**src/rtl/wb_master_arbiter.sv**
```systemverilog
// ============================================================================
// Module   : wb_master_arbiter
// Purpose  : Round-robin sharing of one Wishbone classic master port between
//            NUM_REQ command-interface requesters, with rty retry and err status.
// Options  : `define WB_ARB_TIMEOUT_EN adds a BUS response timeout of TIMEOUT cycles.
// Revision : 1.0 - initial release
// ============================================================================
`default_nettype none

module wb_master_arbiter #(
    parameter int NUM_REQ   = 2,
    parameter int AW        = 32,
    parameter int DW        = 32,
    parameter int MAX_RETRY = 4,
    parameter int TIMEOUT   = 64
) (
    input  logic                      wb_clk,
    input  logic                      wb_rst_n,
    input  logic [NUM_REQ-1:0]        req_start,
    input  logic [NUM_REQ*AW-1:0]     req_address,
    input  logic [NUM_REQ*(DW/8)-1:0] req_selection,
    input  logic [NUM_REQ-1:0]        req_write,
    input  logic [NUM_REQ*DW-1:0]     req_data_wr,
    output logic [NUM_REQ*DW-1:0]     req_data_rd,
    output logic [NUM_REQ-1:0]        req_active,
    output logic [NUM_REQ-1:0]        req_done,
    output logic [NUM_REQ-1:0]        req_err,
    output logic [AW-1:0]             wb_adr_o,
    output logic [DW-1:0]             wb_dat_o,
    output logic [DW/8-1:0]           wb_sel_o,
    output logic                      wb_we_o,
    output logic                      wb_cyc_o,
    output logic                      wb_stb_o,
    output logic [2:0]                wb_cti_o,
    output logic [1:0]                wb_bte_o,
    input  logic [DW-1:0]             wb_dat_i,
    input  logic                      wb_ack_i,
    input  logic                      wb_err_i,
    input  logic                      wb_rty_i,
    output logic [NUM_REQ-1:0]        grant
);

    localparam int SW = DW / 8;
    localparam int IW = (NUM_REQ > 2) ? $clog2(NUM_REQ) : 1;
    localparam int RW = (MAX_RETRY > 0) ? $clog2(MAX_RETRY + 1) : 1;
    localparam logic [RW-1:0] RETRY_MAX = RW'(MAX_RETRY);

`ifdef WB_ARB_TIMEOUT_EN
    localparam int TW = (TIMEOUT > 2) ? $clog2(TIMEOUT) : 1;
    localparam logic [TW-1:0] TMO_LAST = TW'(TIMEOUT - 1);
`endif

    typedef enum logic [1:0] {
        S_IDLE  = 2'd0,
        S_BUS   = 2'd1,
        S_RETRY = 2'd2
    } state_t;

    state_t              state_q, state_d;
    logic [NUM_REQ-1:0]  grant_q, grant_d;
    logic [IW-1:0]       last_q, last_d;
    logic [IW-1:0]       owner_q, owner_d;
    logic [NUM_REQ-1:0]  pending_q, pending_d;
    logic [NUM_REQ-1:0]  active_q, active_d;
    logic [NUM_REQ-1:0]  done_q, done_d;
    logic [NUM_REQ-1:0]  err_q, err_d;
    logic [RW-1:0]       retry_q, retry_d;
    logic                cyc_q, cyc_d;
    logic [AW-1:0]       adr_q, adr_d;
    logic [DW-1:0]       dat_q, dat_d;
    logic [SW-1:0]       sel_q, sel_d;
    logic                we_q, we_d;

    logic [AW-1:0]       slot_adr_q [NUM_REQ];
    logic [AW-1:0]       slot_adr_d [NUM_REQ];
    logic [DW-1:0]       slot_dat_q [NUM_REQ];
    logic [DW-1:0]       slot_dat_d [NUM_REQ];
    logic [SW-1:0]       slot_sel_q [NUM_REQ];
    logic [SW-1:0]       slot_sel_d [NUM_REQ];
    logic [NUM_REQ-1:0]  slot_we_q, slot_we_d;
    logic [DW-1:0]       rdata_q [NUM_REQ];
    logic [DW-1:0]       rdata_d [NUM_REQ];

`ifdef WB_ARB_TIMEOUT_EN
    logic [TW-1:0]       tmo_q, tmo_d;
`endif

    logic [NUM_REQ-1:0]  w_accept;
    logic                w_found;
    logic [IW-1:0]       w_win;
    logic [IW-1:0]       w_idx;
    logic                w_fin;
    logic                w_fin_err;

    // A requester holding an outstanding command ignores further strobes.
    assign w_accept = req_start & ~active_q & ~pending_q;

    // Search upward from the previous owner so every pending requester gets a turn.
    always_comb begin
        w_found = 1'b0;
        w_win   = '0;
        w_idx   = '0;
        for (int k = 1; k <= NUM_REQ; k++) begin
            w_idx = IW'((int'(last_q) + k) % NUM_REQ);
            if (!w_found && pending_q[w_idx]) begin
                w_found = 1'b1;
                w_win   = w_idx;
            end
        end
    end

    always_comb begin
        state_d    = state_q;
        grant_d    = grant_q;
        last_d     = last_q;
        owner_d    = owner_q;
        pending_d  = pending_q;
        active_d   = active_q & ~done_q;
        done_d     = '0;
        err_d      = '0;
        retry_d    = retry_q;
        cyc_d      = cyc_q;
        adr_d      = adr_q;
        dat_d      = dat_q;
        sel_d      = sel_q;
        we_d       = we_q;
        slot_adr_d = slot_adr_q;
        slot_dat_d = slot_dat_q;
        slot_sel_d = slot_sel_q;
        slot_we_d  = slot_we_q;
        rdata_d    = rdata_q;
        w_fin      = 1'b0;
        w_fin_err  = 1'b0;
`ifdef WB_ARB_TIMEOUT_EN
        tmo_d      = tmo_q;
`endif

        for (int i = 0; i < NUM_REQ; i++) begin
            if (w_accept[i]) begin
                slot_adr_d[i] = req_address[i*AW +: AW];
                slot_dat_d[i] = req_data_wr[i*DW +: DW];
                slot_sel_d[i] = req_selection[i*SW +: SW];
                slot_we_d[i]  = req_write[i];
                pending_d[i]  = 1'b1;
                active_d[i]   = 1'b1;
            end
        end

        case (state_q)
            S_IDLE: begin
                if (w_found) begin
                    grant_d = NUM_REQ'(1) << w_win;
                    last_d  = w_win;
                    owner_d = w_win;
                    adr_d   = slot_adr_q[w_win];
                    dat_d   = slot_dat_q[w_win];
                    sel_d   = slot_sel_q[w_win];
                    we_d    = slot_we_q[w_win];
                    cyc_d   = 1'b1;
                    retry_d = '0;
                    state_d = S_BUS;
`ifdef WB_ARB_TIMEOUT_EN
                    tmo_d   = '0;
`endif
                end
            end
            S_BUS: begin
                if (wb_err_i) begin
                    w_fin     = 1'b1;
                    w_fin_err = 1'b1;
                end else if (wb_ack_i) begin
                    w_fin = 1'b1;
                    if (!we_q) begin
                        rdata_d[owner_q] = wb_dat_i;
                    end
                end else if (wb_rty_i) begin
                    if (retry_q < RETRY_MAX) begin
                        retry_d = retry_q + 1'b1;
                        cyc_d   = 1'b0;
                        state_d = S_RETRY;
                    end else begin
                        w_fin     = 1'b1;
                        w_fin_err = 1'b1;
                    end
                end else begin
`ifdef WB_ARB_TIMEOUT_EN
                    if (tmo_q == TMO_LAST) begin
                        w_fin     = 1'b1;
                        w_fin_err = 1'b1;
                    end else begin
                        tmo_d = tmo_q + 1'b1;
                    end
`endif
                end
            end
            S_RETRY: begin
                cyc_d   = 1'b1;
                state_d = S_BUS;
`ifdef WB_ARB_TIMEOUT_EN
                tmo_d   = '0;
`endif
            end
            default: begin
                cyc_d   = 1'b0;
                grant_d = '0;
                state_d = S_IDLE;
            end
        endcase

        // Active stays up through the done cycle; it drops via the done_q term above.
        if (w_fin) begin
            cyc_d              = 1'b0;
            done_d[owner_q]    = 1'b1;
            err_d[owner_q]     = w_fin_err;
            pending_d[owner_q] = 1'b0;
            grant_d            = '0;
            retry_d            = '0;
            state_d            = S_IDLE;
        end
    end

    always_ff @(posedge wb_clk or negedge wb_rst_n) begin
        if (!wb_rst_n) begin
            state_q   <= S_IDLE;
            grant_q   <= '0;
            last_q    <= IW'(NUM_REQ - 1);
            owner_q   <= '0;
            pending_q <= '0;
            active_q  <= '0;
            done_q    <= '0;
            err_q     <= '0;
            retry_q   <= '0;
            cyc_q     <= 1'b0;
            adr_q     <= '0;
            dat_q     <= '0;
            sel_q     <= '0;
            we_q      <= 1'b0;
            slot_we_q <= '0;
            for (int i = 0; i < NUM_REQ; i++) begin
                slot_adr_q[i] <= '0;
                slot_dat_q[i] <= '0;
                slot_sel_q[i] <= '0;
                rdata_q[i]    <= '0;
            end
`ifdef WB_ARB_TIMEOUT_EN
            tmo_q     <= '0;
`endif
        end else begin
            state_q    <= state_d;
            grant_q    <= grant_d;
            last_q     <= last_d;
            owner_q    <= owner_d;
            pending_q  <= pending_d;
            active_q   <= active_d;
            done_q     <= done_d;
            err_q      <= err_d;
            retry_q    <= retry_d;
            cyc_q      <= cyc_d;
            adr_q      <= adr_d;
            dat_q      <= dat_d;
            sel_q      <= sel_d;
            we_q       <= we_d;
            slot_we_q  <= slot_we_d;
            slot_adr_q <= slot_adr_d;
            slot_dat_q <= slot_dat_d;
            slot_sel_q <= slot_sel_d;
            rdata_q    <= rdata_d;
`ifdef WB_ARB_TIMEOUT_EN
            tmo_q      <= tmo_d;
`endif
        end
    end

    assign wb_adr_o   = adr_q;
    assign wb_dat_o   = dat_q;
    assign wb_sel_o   = sel_q;
    assign wb_we_o    = we_q;
    assign wb_cyc_o   = cyc_q;
    assign wb_stb_o   = cyc_q;
    assign wb_cti_o   = 3'b000;
    assign wb_bte_o   = 2'b00;
    assign grant      = grant_q;
    assign req_active = active_q;
    assign req_done   = done_q;
    assign req_err    = err_q;

    for (genvar gi = 0; gi < NUM_REQ; gi++) begin : g_rdata
        assign req_data_rd[gi*DW +: DW] = rdata_q[gi];
    end

endmodule

`default_nettype wire

```
**config.mk**
```make
export PLATFORM = sky130hd
export DESIGN_NAME = wb_master_arbiter
export DESIGN_NICKNAME = d
export VERILOG_FILES = /design/src/rtl/wb_master_arbiter.sv
export SDC_FILE = /design/constraint.sdc
export NUM_CORES = 1
export LEC_CHECK = 0
export ABC_AREA = 1
export CAP_MARGIN = 20
export CORE_UTILIZATION = 43
export DETAILED_ROUTE_END_ITERATION = 16
export GPL_TIMING_DRIVEN = 0
export PLACE_DENSITY = 0.77
export SYNTH_ARGS = -nofsm -noshare
export SYNTH_HDL_FRONTEND = slang
export SYNTH_SLANG_ARGS = --single-unit
```
**constraint.sdc**
```tcl
create_clock -name wb_clk -period 1.5 [get_ports wb_clk]
set_clock_uncertainty 0.2 [all_clocks]
set_input_delay 0.45 -clock wb_clk [delete_from_list [all_inputs] [get_ports wb_clk]]
set_output_delay 0.45 -clock wb_clk [all_outputs]
set_load 0.01 [all_outputs]
```
**Word level (Yosys, flattened, before mapping)**

Cells that the tools add are included.

- Add/sub/neg operators: 3
- Multiplexer cells: 63
- Bitwise logic cells: 13
- Order comparisons: 9
- Equal/unequal tests: 8
- Shifts and indexed selects: 1
- Reduce and logical (&&, ||, !) cells: 12
- Multiply operators: 0
- Div/mod/pow operators: 0

Operators with widths:

| kind | count |
|---|---|
| $mux 32 | 7 |
| $bwmux 64 | 1 |
| $demux 32 s1 | 1 |
| $mux 1 | 29 |
| $mux 2 | 11 |
| $mux 3 | 6 |
| $ne 3x3->1 const B | 5 |
| $mux 4 | 3 |
| $and 2x2->2 | 5 |
| $lt 1x2->1 const B | 4 |
| $not 2->2 | 4 |
| $pmux 2 s3 | 1 |
| $pmux 3 s2 | 1 |
| $reduce_and 6->1 | 1 |
| $reduce_and 5->1 | 1 |
| $ge 2x2->1 const B | 2 |
| $not 1->2 | 2 |
| $pmux 2 s2 | 1 |
| $reduce_and 2->1 | 2 |
| $reduce_and 4->1 | 1 |
| $add 3x1->3 const B | 1 |
| $logic_and 1x1->1 | 3 |
| $lt 3x3->1 const B | 1 |
| $pmux 1 s3 | 1 |
| 13 further kinds | 15 |

- Memory bits (read-only): 0
- Bits of input ports: 177
- Memories kept: 0
- Flip-flop bits (word level): 289
- Logic and storage cells: 133
- Latch bits: 0
- Bits in writable memories: 0

**Logic depth before layout (Yosys ltp)**

Gate-level depths: netlist of the first run.

- Depth after elaboration: 11
- Gate-level depth with buffers: 8

**Worst setup path after synthesis of the first run**

No wires, ideal clock.

- Path kind: register to register
- Start point: reg last_q
- End point: reg adr_q[0], in the netlist wb_adr_o[0]
- Library setup time: 0.066 ns
- Arrival: 1.374 ns
- Setup slack: -0.140 ns
- Buffers on the path: 2
- Stages on the path, launching flop included: 9
- Cells stage by stage: dfstp_2 -> nand2_1 -> nand2_2 -> buf_2 -> buf_2 -> nand2_1 -> o21ai_0 -> nand2_1 -> nand2_1

- Cells in the longest elaborated chain, start to end: 11
- Elaborated cells on any way between the ends: 17

Ends and longest elaborated chain:

| item | line | text |
|---|---|---|
| start: declaration | 61 | `logic [IW-1:0] last_q, last_d;` |
| start signal: assignment | 226 | `last_q <= IW'(NUM_REQ - 1);` |
| start signal: assignment | 251 | `last_q <= last_d;` |
| $add 1x1->1 | 104 | `w_idx = IW'((int'(last_q) + k) % NUM_REQ);` |
| $mux 1 (implied by the code) (2 in a row) | 105 | `if (!w_found && pending_q[w_idx]) begin` |
| $mux 1 | 105 |  |
| $logic_not 1->1 | 105 |  |
| $logic_and 1x1->1 | 105 |  |
| $mux 1 | 105 |  |
| $not 1->2 (implied by the code) | 155 | `adr_d = slot_adr_q[w_win];` |
| $mux 32 (implied by the code) (3 in a row) | 155 |  |
| end signal: assignment | 259 | `adr_q <= adr_d;` |
| end: declaration | 69 | `logic [AW-1:0] adr_q, adr_d;` |

Parallel ways exist; a longest one is shown, timed or not. The select of a mux whose other input is x is not followed.
A chain may end at the register's enable or synchronous reset.

**Worst setup path in the final report of the first run**

- Start point: reg cyc_q, in the netlist wb_cyc_o
- End point: out wb_stb_o

RTL lines:

| item | line | text |
|---|---|---|
| start: declaration | 68 | `logic cyc_q, cyc_d;` |
| start signal: assignment | 258 | `cyc_q <= cyc_d;` |
| end: declaration | 33 | `output logic wb_stb_o,` |

No word-level cell between the ends.

==> flow_summary_export.csv, run 1 <==
group,metric,value,unit
worst_setup_path,rr_startpoint,"last_q",
synthesis,synthFlopType,"dfrtp_1",
sta,slew_violations,0,
cells_and_area,post-route-util,71.3,%
floorplanning,rows,59,
sta,finalSetupViolCount,422,
placement,dp_slack,-0.916,ns
cells_and_area,layout-drive-gt1-share,37.0,%
sta,slew_headroom,41.4,%
power,p_per_area,1750,nW/um^2
synthesis,synth_top_area_share,61.8,%
sta,min_period_over_period,125,%
synthesis,ys_types,24,
worst_setup_path,cp.required,0.85,ns
floorplanning,fp.dieArea,27800,um^2
synthesis,yosysTopAreaCell,"dfrtp_1",
cells_and_area,final_nets,1876,
synthesis,ys_warn_count,0,
worst_setup_path,crit_fanout,3,
outcome,status,"finished, violations left",
grt,globalRouteOverflowTotal,0,
cts,cts_max_path_buffers,3,
route,met2_length,19300,um
route,wl_met3,2920,um
route,drt-initial-drc-count,900,
cts,cts_root_buf,"clkbuf_16",
floorplanning,coreArea,26400,um^2
cts,htreeDepth,1,
hold_path,hp-class,"primary input to asynchronous set/reset pin",
sta,hold_ws,-0.271,ns
grt,grt_pass1_wl,53700,um
sta,worstMarginPinSlew,0.879,ns
route,antenna_left,0,
synthesis,synth-edff-count,0,
floorplanning,initial_utilization,44.3,%
sta,fin_crit,1.87,ns
synthesis,yosysMostFrequentCell,"nand2_1",
route,firstDrtPassIters,5,
sta,fin_ws,-0.368,ns
route,wl_met1,15000,um
cts,clkTransAtPathRegs,0.06,ns
route,wire_per_inst,18.8,um
route,top_layer_used,"met5",
sta,max_freq,535,MHz
synthesis,synth_common_cells,"nand2_1, dfrtp_1, o21ai_0, inv_1, nor2_1",
placement,place_congestion,0.846,
sta,rsz0062_at_grt,"yes",
route,via_count,10535,
worst_setup_path,crit_type,"flop to output pin",
synthesis,avgSynthCellArea,9.56,um^2
outcome,violations,"negative hold slack, negative setup slack",
synthesis,synth_seq_cells,289,
cells_and_area,fin_area,18800,um^2
placement,post_dp_cell_area,15400,um^2
synthesis,async_flop_share,100,%
worst_setup_path,endpoint_kind,"output pin",
sta,finalHoldViolations,108,
grt,grt_pass1_vias,10161,
worst_setup_path,start_kind,"flop",
cts,cts_tree,"yes",
placement,hpwl,23100,um
cells_and_area,area.growth.synth_to_final,61.0,%
floorplanning,die_x,167,um
grt,grt_max_degree,111,
worst_setup_path,rrSetupSlack,-0.28,ns
route,vias_per_cell,5.11,
floorplanning,dieHeight,167,um
cts,clock_latency,0.56,ns
cts,numClockSinks,289,
placement,port_buffers,319,
worst_setup_path,arrival,1.22,ns
worst_setup_path,worstRegToRegCells,8,
synthesis,ys_seq_area_share,62.0,%
worst_setup_path,r2r-end,"wb_adr_o[11]",
power,p_leak,9.63,nW
route,remaining_drc_errors,0,
synthesis,synthTopCellsByArea,"dfrtp_1, nand2_1, mux2_2",
synthesis,synth_area,11700,um^2
floorplanning,ios,325,
cts,numCtsBuffers,31,
power,ir_drop,1.03,mV
job,maxCapViolations,0,
grt,grtUsageTotal,24.3,%
route,finalWirelength,38700,um
synthesis,netlist_instances,1220,
grt,grt_antenna_before_repair,8,
metrics by stage:
| stage | TNS [ns] | power (W) | instances |
|---|---|---|---|
| after floorplan | -1.96 | 0.0164 | 1224 |
| after global placement | -3845.10 | 0.0210 | 1878 |
| after detailed placement | -247.02 | 0.0213 | 1880 |
| after CTS | -89.72 | 0.0292 | 1977 |
| after global routing | -91.28 | 0.0345 | 2059 |
| final | -68.08 | 0.0328 | 2060 |
power by group:
group	switching [W]	leakage, nW	internal [W]
Combinational	0.00629	5.76	0.00719
Sequential	0.00152	3.37	0.0102
Clock	0.00314	0.493	0.00453
Total	0.0109	9.63	0.0219
sequential cells by signal, indices dropped and copies added (netlist names), 3 cells and up:
name,cells
slot_adr_q,64
wb_adr_o,32
slot_sel_q,8
wb_dat_o,32
slot_dat_q,64
retry_q,3
wb_sel_o,4
req_data_rd,64
metal layers:
layer / track usage [%] / vias up
met2: 40.2 / 473
met3: 5.66 / 102
met1: 30.6 / 5156
met5: 0 / -
li1: - / 4802
met4: 10.7 / 2
repair_timing:
item / in CTS / in global routing
gates cloned: 0 / 22
hold endpoints to repair: 108 / 108
resized for setup: 700 / 432
endpoints found under the setup margin: 427 / 428
buffers inserted: 44 / 54
pin swaps: 1 / 76
logic make-up after synthesis:
group / after synthesis / share of synthesized area, %
buffers and inverters: 185 / 6.50
AOI/OAI and AO/OA: 205 / 8.89
adders and majority gates: 1 / 0.107
DFF: 289 / 62.0
and+or+nand+nor: 466 / 15.4
muxes: 73 / 7.05
other: 1 / 0.0321
critical path, stage by stage, from the launching register on:
cell and delay [ns]:
dfrtp_1 0.43, buf_6 0.14, buf_6 0.11
worst max path at each step:
stage / startpoint / end / slack [ns] / depth (start not counted)
after detailed placement: wb_ack_i / req_data_rd[17] / -0.92 / 6
after CTS: wb_cyc_o / wb_stb_o / -0.39 / 2
after floorplan: pending_q[1] / wb_dat_o[0] / -0.02 / 8
final: wb_cyc_o / wb_stb_o / -0.37 / 2
after global placement: wb_rst_n / req_data_rd[13] / -12.65 / 1
after global routing: wb_cyc_o / wb_stb_o / -0.40 / 2
layout by cell type (no fill, tap or decap), types with 3 or more instances in the layout:
cell type,synthesis,final
buf_8,0,18
nand2_4,0,25
clkbuf_4,0,7
nor2_4,0,16
inv_1,116,109
conb_1,1,5
clkbuf_8,0,9
buf_6,0,72
o21ai_1,2,11
clkbuf_16,0,51
clkbuf_1,26,7
clkinv_2,0,5
dfrtp_1,288,287
a21oi_1,68,35
mux2_2,73,72
bufinv_16,0,3
buf_2,33,96
buf_4,6,88
nand2_2,1,66
diode_2,0,7
buf_12,0,24
o21ai_0,134,116
a21oi_2,0,27
clkdlybuf4s50_1,0,174
inv_2,1,3
o21ai_2,0,9
nor2_1,77,49
nor2_2,0,12
a21oi_4,0,6
nand2_1,369,277
nand3_4,0,3
nand3_1,11,8
cell type report:
type,count,area [um^2]
Sequential cell,289,7230
Clock buffer,43,871
Timing Repair Buffer,439,4200
Tap cell,335,419
Timing Repair inverter,1,11.3
Multi-Input combinational cell,751,4500
Clock inverter,10,131
Buffer,68,921
Inverter,117,483
Antenna cell,7,17.5
Fill cell,1827,7570
Power figures use the tool's default switching activity.
==> run 2: changes to the inputs <==
--- a/config.mk
+++ b/config.mk
@@ -6,7 +6,6 @@
 export NUM_CORES = 1
 export LEC_CHECK = 0
 export ABC_AREA = 1
-export CAP_MARGIN = 20
 export CORE_UTILIZATION = 43
 export DETAILED_ROUTE_END_ITERATION = 16
 export GPL_TIMING_DRIVEN = 0
@@ -14,3 +13,4 @@
 export SYNTH_ARGS = -nofsm -noshare
 export SYNTH_HDL_FRONTEND = slang
 export SYNTH_SLANG_ARGS = --single-unit
+export TNS_END_PERCENT = 1
==> run 2 against run 1 <==
  * The run still ends with negative hold slack, negative setup slack left
  * Clock power fell by 0.9%
  * Register-to-register slack improved by 0.07 ns
  * First-iteration DRC count fell by 22%
  * Highest routed layer unchanged
==> flow_summary_export.csv, run 2 (synthesized netlist as in run 1, its figures left out) <==
group,metric,value,unit
grt,grt_max_degree,111,
worst_setup_path,critical-path-max-stage-delay,0.42,ns
route,remaining_drc_errors,0,
floorplanning,ios,325,
grt,globalRouteOverflowTotal,0,
worst_setup_path,start_kind,"flop",
cells_and_area,final_cell_mix,"nand2_1, dfrtp_1, clkdlybuf4s50_1",
cts,clkTransAtPathRegs,0.06,ns
cts,htreeDepth,1,
sta,fin_ws,-0.367,ns
worst_setup_path,cp.required,0.85,ns
floorplanning,dieHeight,167,um
sta,finalHoldViolations,108,
sta,slew_violations,0,
placement,hpwl,23100,um
sta,min_period_over_period,124,%
hold_path,hp-class,"primary input to asynchronous set/reset pin",
job,maxCapViolations,0,
grt,grt_pass1_wl,52900,um
route,finalWirelength,33500,um
floorplanning,die_x,167,um
sta,slew_headroom,41.8,%
power,p_leak,8.60,nW
cells_and_area,layout_commonest_cell,"nand2_1",
floorplanning,fp.dieArea,27800,um^2
route,drt-initial-drc-count,706,
worst_setup_path,cpLargestDelayFamily,"flip-flops",
worst_setup_path,cpMostUsedCell,"buf_6",
cts,cts_root_buf,"clkbuf_16",
worst_setup_path,endpoint_kind,"output pin",
power,power,0.0289,W
cells_and_area,post-route-util,62.9,%
placement,port_buffers,319,
grt,grt_antenna_before_repair,8,
worst_setup_path,crit_type,"flop to output pin",
floorplanning,rows,59,
route,vias_per_cell,4.96,
placement,place_congestion,0.846,
sta,max_freq,536,MHz
cts,cts_tree,"yes",
power,p_per_area,1740,nW/um^2
grt,grtUsageTotal,24.0,%
sta,fin_crit,1.87,ns
cts,cts_max_path_buffers,3,
route,via_count,9698,
sta,hold_ws,-0.274,ns
worst_setup_path,crit_chain,"buf_6 > buf_6",
floorplanning,coreArea,26400,um^2
cts,numCtsBuffers,31,
sta,worstMarginPinSlew,0.873,ns
cells_and_area,layout-drive-gt1-share,23.5,%
route,firstDrtPassIters,5,
worst_setup_path,critical_path_buf_inv_count,2,
floorplanning,initial_utilization,44.3,%
outcome,violations,"negative hold slack, negative setup slack",
cells_and_area,area.growth.synth_to_final,42.2,%
cts,clock_latency,0.55,ns
route,antenna_left,0,
outcome,status,"finished, violations left",
worst_setup_path,crit_slowest_cell,"dfrtp_1",
route,wire_per_inst,17.1,um
grt,grt_pass1_vias,9956,
worst_setup_path,arrival,1.22,ns
cts,numClockSinks,289,
sta,final.setup.tns,-58.69,ns
sta,rsz0062_at_grt,"yes",
sta,finalSetupViolCount,415,
cells_and_area,final_nets,1772,
worst_setup_path,crit_fanout,3,
power,ir_drop,1.02,mV
## run 2: cell count changes in the layout (fill, tap and decap cells not counted), moves of 12 or more
| cell | change |
|---|---|
| a21oi_2 | -26 |
| nor2_1 | +24 |
| nand2_2 | -60 |
| clkbuf_16 | -17 |
| nand2_4 | -23 |
| buf_2 | +16 |
| a21oi_1 | +32 |
| buf_4 | -60 |
| buf_6 | -13 |
| buf_8 | -12 |
| nand2_1 | +83 |
| nor2_4 | -14 |
| buf_12 | -19 |
## run 2: power breakdown
group	switching, W	internal (W)
Combinational	0.00491	0.00484
Clock	0.00308	0.00452
Sequential	0.00137	0.0102
## run 2: final cells by class
cell class                 count  area (um^2)
antenna                        7         17.5
sequential                   289         7230
timing repair buffer         337         2990
buffer                        68          639
fill                        2168         9770
clock buffer                  43          871
clock inverter                10          131
multi-input combinational    750         3820
inverter                     117          463
tap                          335          419
## run 2: timing repair
item                                    in CTS  in global routing
endpoints found under the setup margin     427                428
pin swaps                                    1                 10
buffers inserted                             5                  8
endpoints found under the hold margin      108                108
resized for setup                          688                 91
gates cloned                                 0                  3
## run 2: per-layer routing
layer,GRT usage (%),vias to the layer above,routed length (um)
li1,-,4590,-
met1,30.3,4690,13800
met2,39.4,338,16100
met3,5.66,78,2360
met4,10.6,2,1290
met5,0,-,16
## run 2: stage by stage
stage	hold WS (ns)	setup WS, ns	instance area, um^2	std cells
2_1_floorplan	-0.0456	-0.0233	11700	1224
3_3_place_gp	0.238	-12.65	15300	1878
3_5_place_dp	0.246	-0.916	15400	1880
4_1_cts	-0.233	-0.388	16200	1938
5_1_grt	-0.204	-0.400	16600	1955
6_report	-0.274	-0.367	16600	1956
## run 2: worst paths after layout
check / start / end / slack [ns] / depth (start not counted)
worst max-delay path: wb_cyc_o / wb_stb_o / -0.37 / 2
worst min-delay path: wb_rst_n / slot_dat_q[59] / -0.27 / 1
worst max register to register: last_q / wb_adr_o[31] / -0.21 / 8
worst min register to register: req_done[0] / req_active[0] / 0.26 / 1
max in group asynchronous: wb_rst_n / req_data_rd[4] / 0.37 / 2
min in group wb_clk: wb_dat_i[6] / req_data_rd[6] / 0.26 / 3
## run 2: worst register-to-register path: stages, from the launching register on
cell,delay (ns)
dfstp_2,0.60
nand2_8,0.09
nand2_4,0.08
o21ai_4,0.06
buf_12,0.16
buf_8,0.14
clkbuf_16,0.15
nand2_1,0.06
nand2_1,0.06
